<file path="src/rtl/serial_addsub.sv">
// Bit-serial adder/subtractor: one full-adder cell and a carry flop process
// two WIDTH-bit operands LSB first, one bit per clock, with start/busy/done.
module serial_addsub #(
  parameter int unsigned WIDTH = 8,
  parameter int unsigned CNT_W = $clog2(WIDTH) + 1
) (
  input  logic             clk,
  input  logic             rst_n,
  input  logic             start,
  input  logic             mode,
  input  logic [WIDTH-1:0] a,
  input  logic [WIDTH-1:0] b,
  input  logic             Cin,
  output logic [WIDTH-1:0] S,
  output logic             Cout,
  output logic             ovf,
  output logic             busy,
  output logic             done
);

  typedef enum logic [1:0] {
    ST_IDLE  = 2'd0,
    ST_SHIFT = 2'd1,
    ST_DONE  = 2'd2
  } state_t;

  state_t           r_state;
  logic [WIDTH-1:0] r_a_sr;
  logic [WIDTH-1:0] r_b_sr;
  logic [WIDTH-2:0] r_res_sr;
  logic             r_carry;
  logic             r_c_msb;
  logic [CNT_W-1:0] r_count;

  logic             w_sum;
  logic             w_carry_nxt;
  logic             w_last;
  logic             w_pre_msb;
  logic [WIDTH-1:0] w_res_nxt;

  // Single full-adder cell on the current LSBs
  assign w_sum       = r_a_sr[0] ^ r_b_sr[0] ^ r_carry;
  assign w_carry_nxt = (r_a_sr[0] & r_b_sr[0]) |
                       (r_a_sr[0] & r_carry)   |
                       (r_b_sr[0] & r_carry);
  assign w_last      = (r_count == CNT_W'(WIDTH - 1));
  assign w_pre_msb   = (r_count == CNT_W'(WIDTH - 2));
  assign w_res_nxt   = {w_sum, r_res_sr};

  // Control FSM and datapath registers; outputs load only on completion
  always_ff @(posedge clk or negedge rst_n) begin
    if (!rst_n) begin
      r_state  <= ST_IDLE;
      r_a_sr   <= '0;
      r_b_sr   <= '0;
      r_res_sr <= '0;
      r_carry  <= 1'b0;
      r_c_msb  <= 1'b0;
      r_count  <= '0;
      S        <= '0;
      Cout     <= 1'b0;
      ovf      <= 1'b0;
      busy     <= 1'b0;
      done     <= 1'b0;
    end else begin
      case (r_state)
        ST_IDLE, ST_DONE: begin
          done <= 1'b0;
          if (start) begin
            // Subtraction is a + ~b + 1, so Cin is replaced by a forced 1
            r_a_sr  <= a;
            r_b_sr  <= mode ? ~b : b;
            r_carry <= mode ? 1'b1 : Cin;
            r_count <= '0;
            busy    <= 1'b1;
            r_state <= ST_SHIFT;
          end else begin
            r_state <= ST_IDLE;
          end
        end
        ST_SHIFT: begin
          r_a_sr   <= r_a_sr >> 1;
          r_b_sr   <= r_b_sr >> 1;
          r_res_sr <= w_res_nxt[WIDTH-1:1];
          r_carry  <= w_carry_nxt;
          r_count  <= r_count + CNT_W'(1);
          if (w_pre_msb) begin
            r_c_msb <= w_carry_nxt;
          end
          if (w_last) begin
            S       <= w_res_nxt;
            Cout    <= w_carry_nxt;
            ovf     <= r_c_msb ^ w_carry_nxt;
            busy    <= 1'b0;
            done    <= 1'b1;
            r_state <= ST_DONE;
          end
        end
        default: begin
          busy    <= 1'b0;
          done    <= 1'b0;
          r_state <= ST_IDLE;
        end
      endcase
    end
  end

endmodule

</file>
<file path="config.mk">
export PLATFORM = sky130hd
export DESIGN_NAME = serial_addsub
export DESIGN_NICKNAME = d
export VERILOG_FILES = /design/src/rtl/serial_addsub.sv
export SDC_FILE = /design/constraint.sdc
export NUM_CORES = 1
export LEC_CHECK = 0
export BUFFER_PORTS_ARGS = -buffer_cell sky130_fd_sc_hd__buf_2
export CORE_MARGIN = 2
export CORE_UTILIZATION = 59
export DETAILED_ROUTE_END_ITERATION = 7
export PLACE_DENSITY = 0.83
export SETUP_SLACK_MARGIN = 0.1
export SYNTH_ARGS = -nofsm -noshare
export SYNTH_HDL_FRONTEND = slang
export SYNTH_SLANG_ARGS = --single-unit
</file>
<file path="constraint.sdc">
create_clock -name clk -period 3.1 [get_ports clk]
set_input_delay 0.62 -clock clk [delete_from_list [all_inputs] [get_ports clk]]
set_output_delay 0.62 -clock clk [all_outputs]
set_load 0.03 [all_outputs]
</file>
==> impl_metrics.csv <==
group,metric,value,unit
sta,fmax,563,MHz
yosys,synth-edff-count,0,
clocking,htree_levels,2,
yosys,synthFlopType,"dfrtp_1",
sta,finClkSkew,0.00461,ns
place,place_ws,1.17,ns
layout,fillerInstances,246,
place,gp_congestion,0.792,
sta,fin_crit,1.78,ns
layout,area_growth,11.1,%
die,die_w,60.6,um
global_route,grt_usage,21.1,%
sta,final_max_slew_viol_count,0,
yosys,ys_seq_area_share,55.6,%
sta,setup_slack,1.32,ns
route,drc,0,
critical_path,crit_type,"reg -> reg",
critical_path,crit_arrival,2.01,ns
power,switchingPower,0.862,mW
yosys,synth_common_cells,"42 x dfrtp_1, 31 x nand2_1, 11 x nor2_1",
layout,layout.nets,213,
die,dieArea,0.00367,mm^2
die,start_util,61.9,%
die,ios,33,
power,power_frac_clock,13.0,%
run_status,status,"finished clean",
power,combPwrFrac,42.2,%
yosys,syn_nets,184,
yosys,synthCells,160,
route,wl,3.52,mm
sta,setup_viol,0,
global_route,grt_pass1_vias,1227,
sta,finalCritPeriodShare,57.3,%
die,dieHeight,60.6,um
power,switching_share,39.9,%
clocking,path_clk_slew,0.12,ns
yosys,yosysWarnings,0,
critical_path,cp_max_fo,16,
clocking,cts_tree,"done",
power,p_per_area,1030,mW/mm^2
global_route,grt_antenna_before_repair,0,
layout,drive_gt1_share,27.9,%
sta,fin_tns_setup,0,ns
yosys,synth_top_cell_by_area,"dfrtp_1",
clocking,cts_buffers,5,
yosys,synth_top_area_share,55.6,%
critical_path,crit_path_start_kind,"flip-flop",
clocking,postCtsSetupBuffers,0,
clocking,cts_buffer_depth,2,
place,io_buffers,32,
clocking,ctsHoldBuffers,0,
route,via_count,1313,
clocking,cts_sinks,42,
layout,multi_input_area,762,um^2
sta,worst_pin_slew,0.891,ns
clocking,cts-root-buf,"clkbuf_4",
place,dp_hpwl,2.44,mm
job,drv_cap,0,
die,rows,20,
global_route,grt_pass1_wl,5.71,mm
power,power.leakage,1.06,nW
sta,hold_viol,0,
clocking,cts_resized,0,
route,first_pass_iters,4,
clocking,insertion_delay,0.34,ns
global_route,grt_overflow,0,
sta,slew_headroom,40.6,%
global_route,grt_max_degree,43,
route,wl_per_cell,15.0,um
critical_path,cp-end-kind,"flip-flop",
route,drtIter0Drc,90,
power,seqPwrFrac,44.8,%
power,p_int,1.30,mW
route,vias_per_cell,5.61,
yosys,yosys-top-cells-area,"dfrtp_1 56%, mux2_4 7.1%, nand2_1 6.2%, a221o_1 4.2%, xnor2_1 3.2%",
yosys,synth-seq-cells,42,
layout,layout.area.seq,0.00105,mm^2
yosys,async_flop_share,100,%
yosys,synthesis.area,0.00189,mm^2
layout,antenna_cells,0,
worst_hold_path,min_path_type,"in -> async",
sta,rsz0062_at_grt,"no",
die,coreArea,0.00305,mm^2
yosys,yosysMostFrequentCell,"dfrtp_1",
yosys,ys_types,31,
critical_path,crit_required,3.33,ns
power,peakVddDrop,0.000430,V
route,ant_nets,0,
yosys,avgSynthCellArea,11.8,um^2
-- area by class of cell --
type	count	share of cell area (%)
Sequential cell	42	50.1
Multi-Input combinational cell	106	36.3
Timing Repair Buffer	33	7.99
Clock buffer	7	2.62
Tap cell	44	2.62
Clock inverter	1	0.238
Inverter	1	0.179
-- power by group through the flow --
stage	Clock [mW]	Combinational [mW]	Sequential (mW)
after global placement	0	0.872	0.954
after CTS	0.283	0.918	0.967
final	0.280	0.910	0.967
after global routing	0.306	1.01	0.996
after floorplan	0	0.612	1.06
after detailed placement	0	0.918	0.976
-- worst max-delay path, cell delays in order, from the launching register on --
cell,delay (ns)
dfrtp_1,0.45
nor2b_4,0.36
and4b_4,0.47
mux2_2,0.38
-- path summary, 6_finish.rpt --
kind                                      endpoint  depth (start not counted)                     from  slack [ns]
min                        r_res_sr[6]$_DFFE_PN0P_                          1                    rst_n        0.39
max in group asynchronous   r_count[3]$_DFFE_PN0P_                          1                    rst_n        2.15
min in group clk             r_a_sr[5]$_DFFE_PN0P_                          3                     a[5]        0.49
min reg2reg                r_res_sr[0]$_DFFE_PN0P_                          2  r_res_sr[0]$_DFFE_PN0P_        0.50
max reg2reg                       S[6]$_DFFE_PN0P_                          3         done$_DFFE_PN0P_        1.32
max                               S[6]$_DFFE_PN0P_                          3         done$_DFFE_PN0P_        1.32
-- cells in the final DEF, fill, tap and decap left out, drive strengths merged --
| master | synthesis | final |
|---|---|---|
| a22oi | 7 | 7 |
| nand3 | 8 | 8 |
| dfrtp | 42 | 42 |
| mux2 | 11 | 11 |
| nand2b | 1 | 1 |
| nand4b | 1 | 1 |
| buf | 10 | 33 |
| and4b | 1 | 1 |
| mux2i | 2 | 2 |
| a22o | 3 | 3 |
| o2bb2ai | 1 | 1 |
| xnor2 | 7 | 7 |
| nand2 | 31 | 31 |
| fa | 1 | 1 |
| clkbuf | 1 | 7 |
| xor2 | 2 | 2 |
| and2b | 1 | 1 |
| ha | 2 | 2 |
| nand3b | 2 | 2 |
| nor2 | 11 | 11 |
| nand4 | 1 | 1 |
| clkinv | 0 | 1 |
| a221o | 8 | 8 |
| o21ai | 2 | 2 |
| inv | 1 | 1 |
| nor2b | 2 | 2 |
| or2b | 1 | 1 |
-- metal layers --
layer  global-route usage [%]  part of all wire [%]  vias to the layer above
met5                        0                     0                        -
li1                         -                     -                      608
met2                     34.6                    50                       39
met4                     9.01                   1.7                        0
met3                     4.48                   3.9                        7
met1                     27.2                    44                      659
-- sequential cells by signal (all words and copies together) (netlist names) --
| register | count |
|---|---|
| done | 1 |
| ovf | 1 |
| r_c_msb | 1 |
| r_res_sr | 7 |
| r_carry | 1 |
| r_state | 1 |
| r_a_sr | 8 |
| r_count | 4 |
| Cout | 1 |
| busy | 1 |
| r_b_sr | 8 |
| S | 8 |
-- metrics by stage --
stage               power [mW]  instances  area (um^2)  hold WS [ns]  utilization, %
floorplan                 1.67        160         1890         0.324               -
global placement          1.83        226         2040         0.461            66.8
detailed placement        1.89        226         2040         0.472            66.8
CTS                       2.17        234         2100         0.421            68.8
global route              2.32        234         2100         0.456            68.8
finish                    2.16        234         2100         0.393            68.8
-- cell families after synthesis --
group / synth area share (%)
AND/OR/NAND/NOR: 15.0
flip-flops: 55.6
AO/OA/AOI/OAI: 9.40
multiplexers: 9.40
buffers and inverters: 4.10
XOR/XNOR: 4.17
adder cells (fa/ha/maj): 2.38
(Power assumes the default switching activity.)
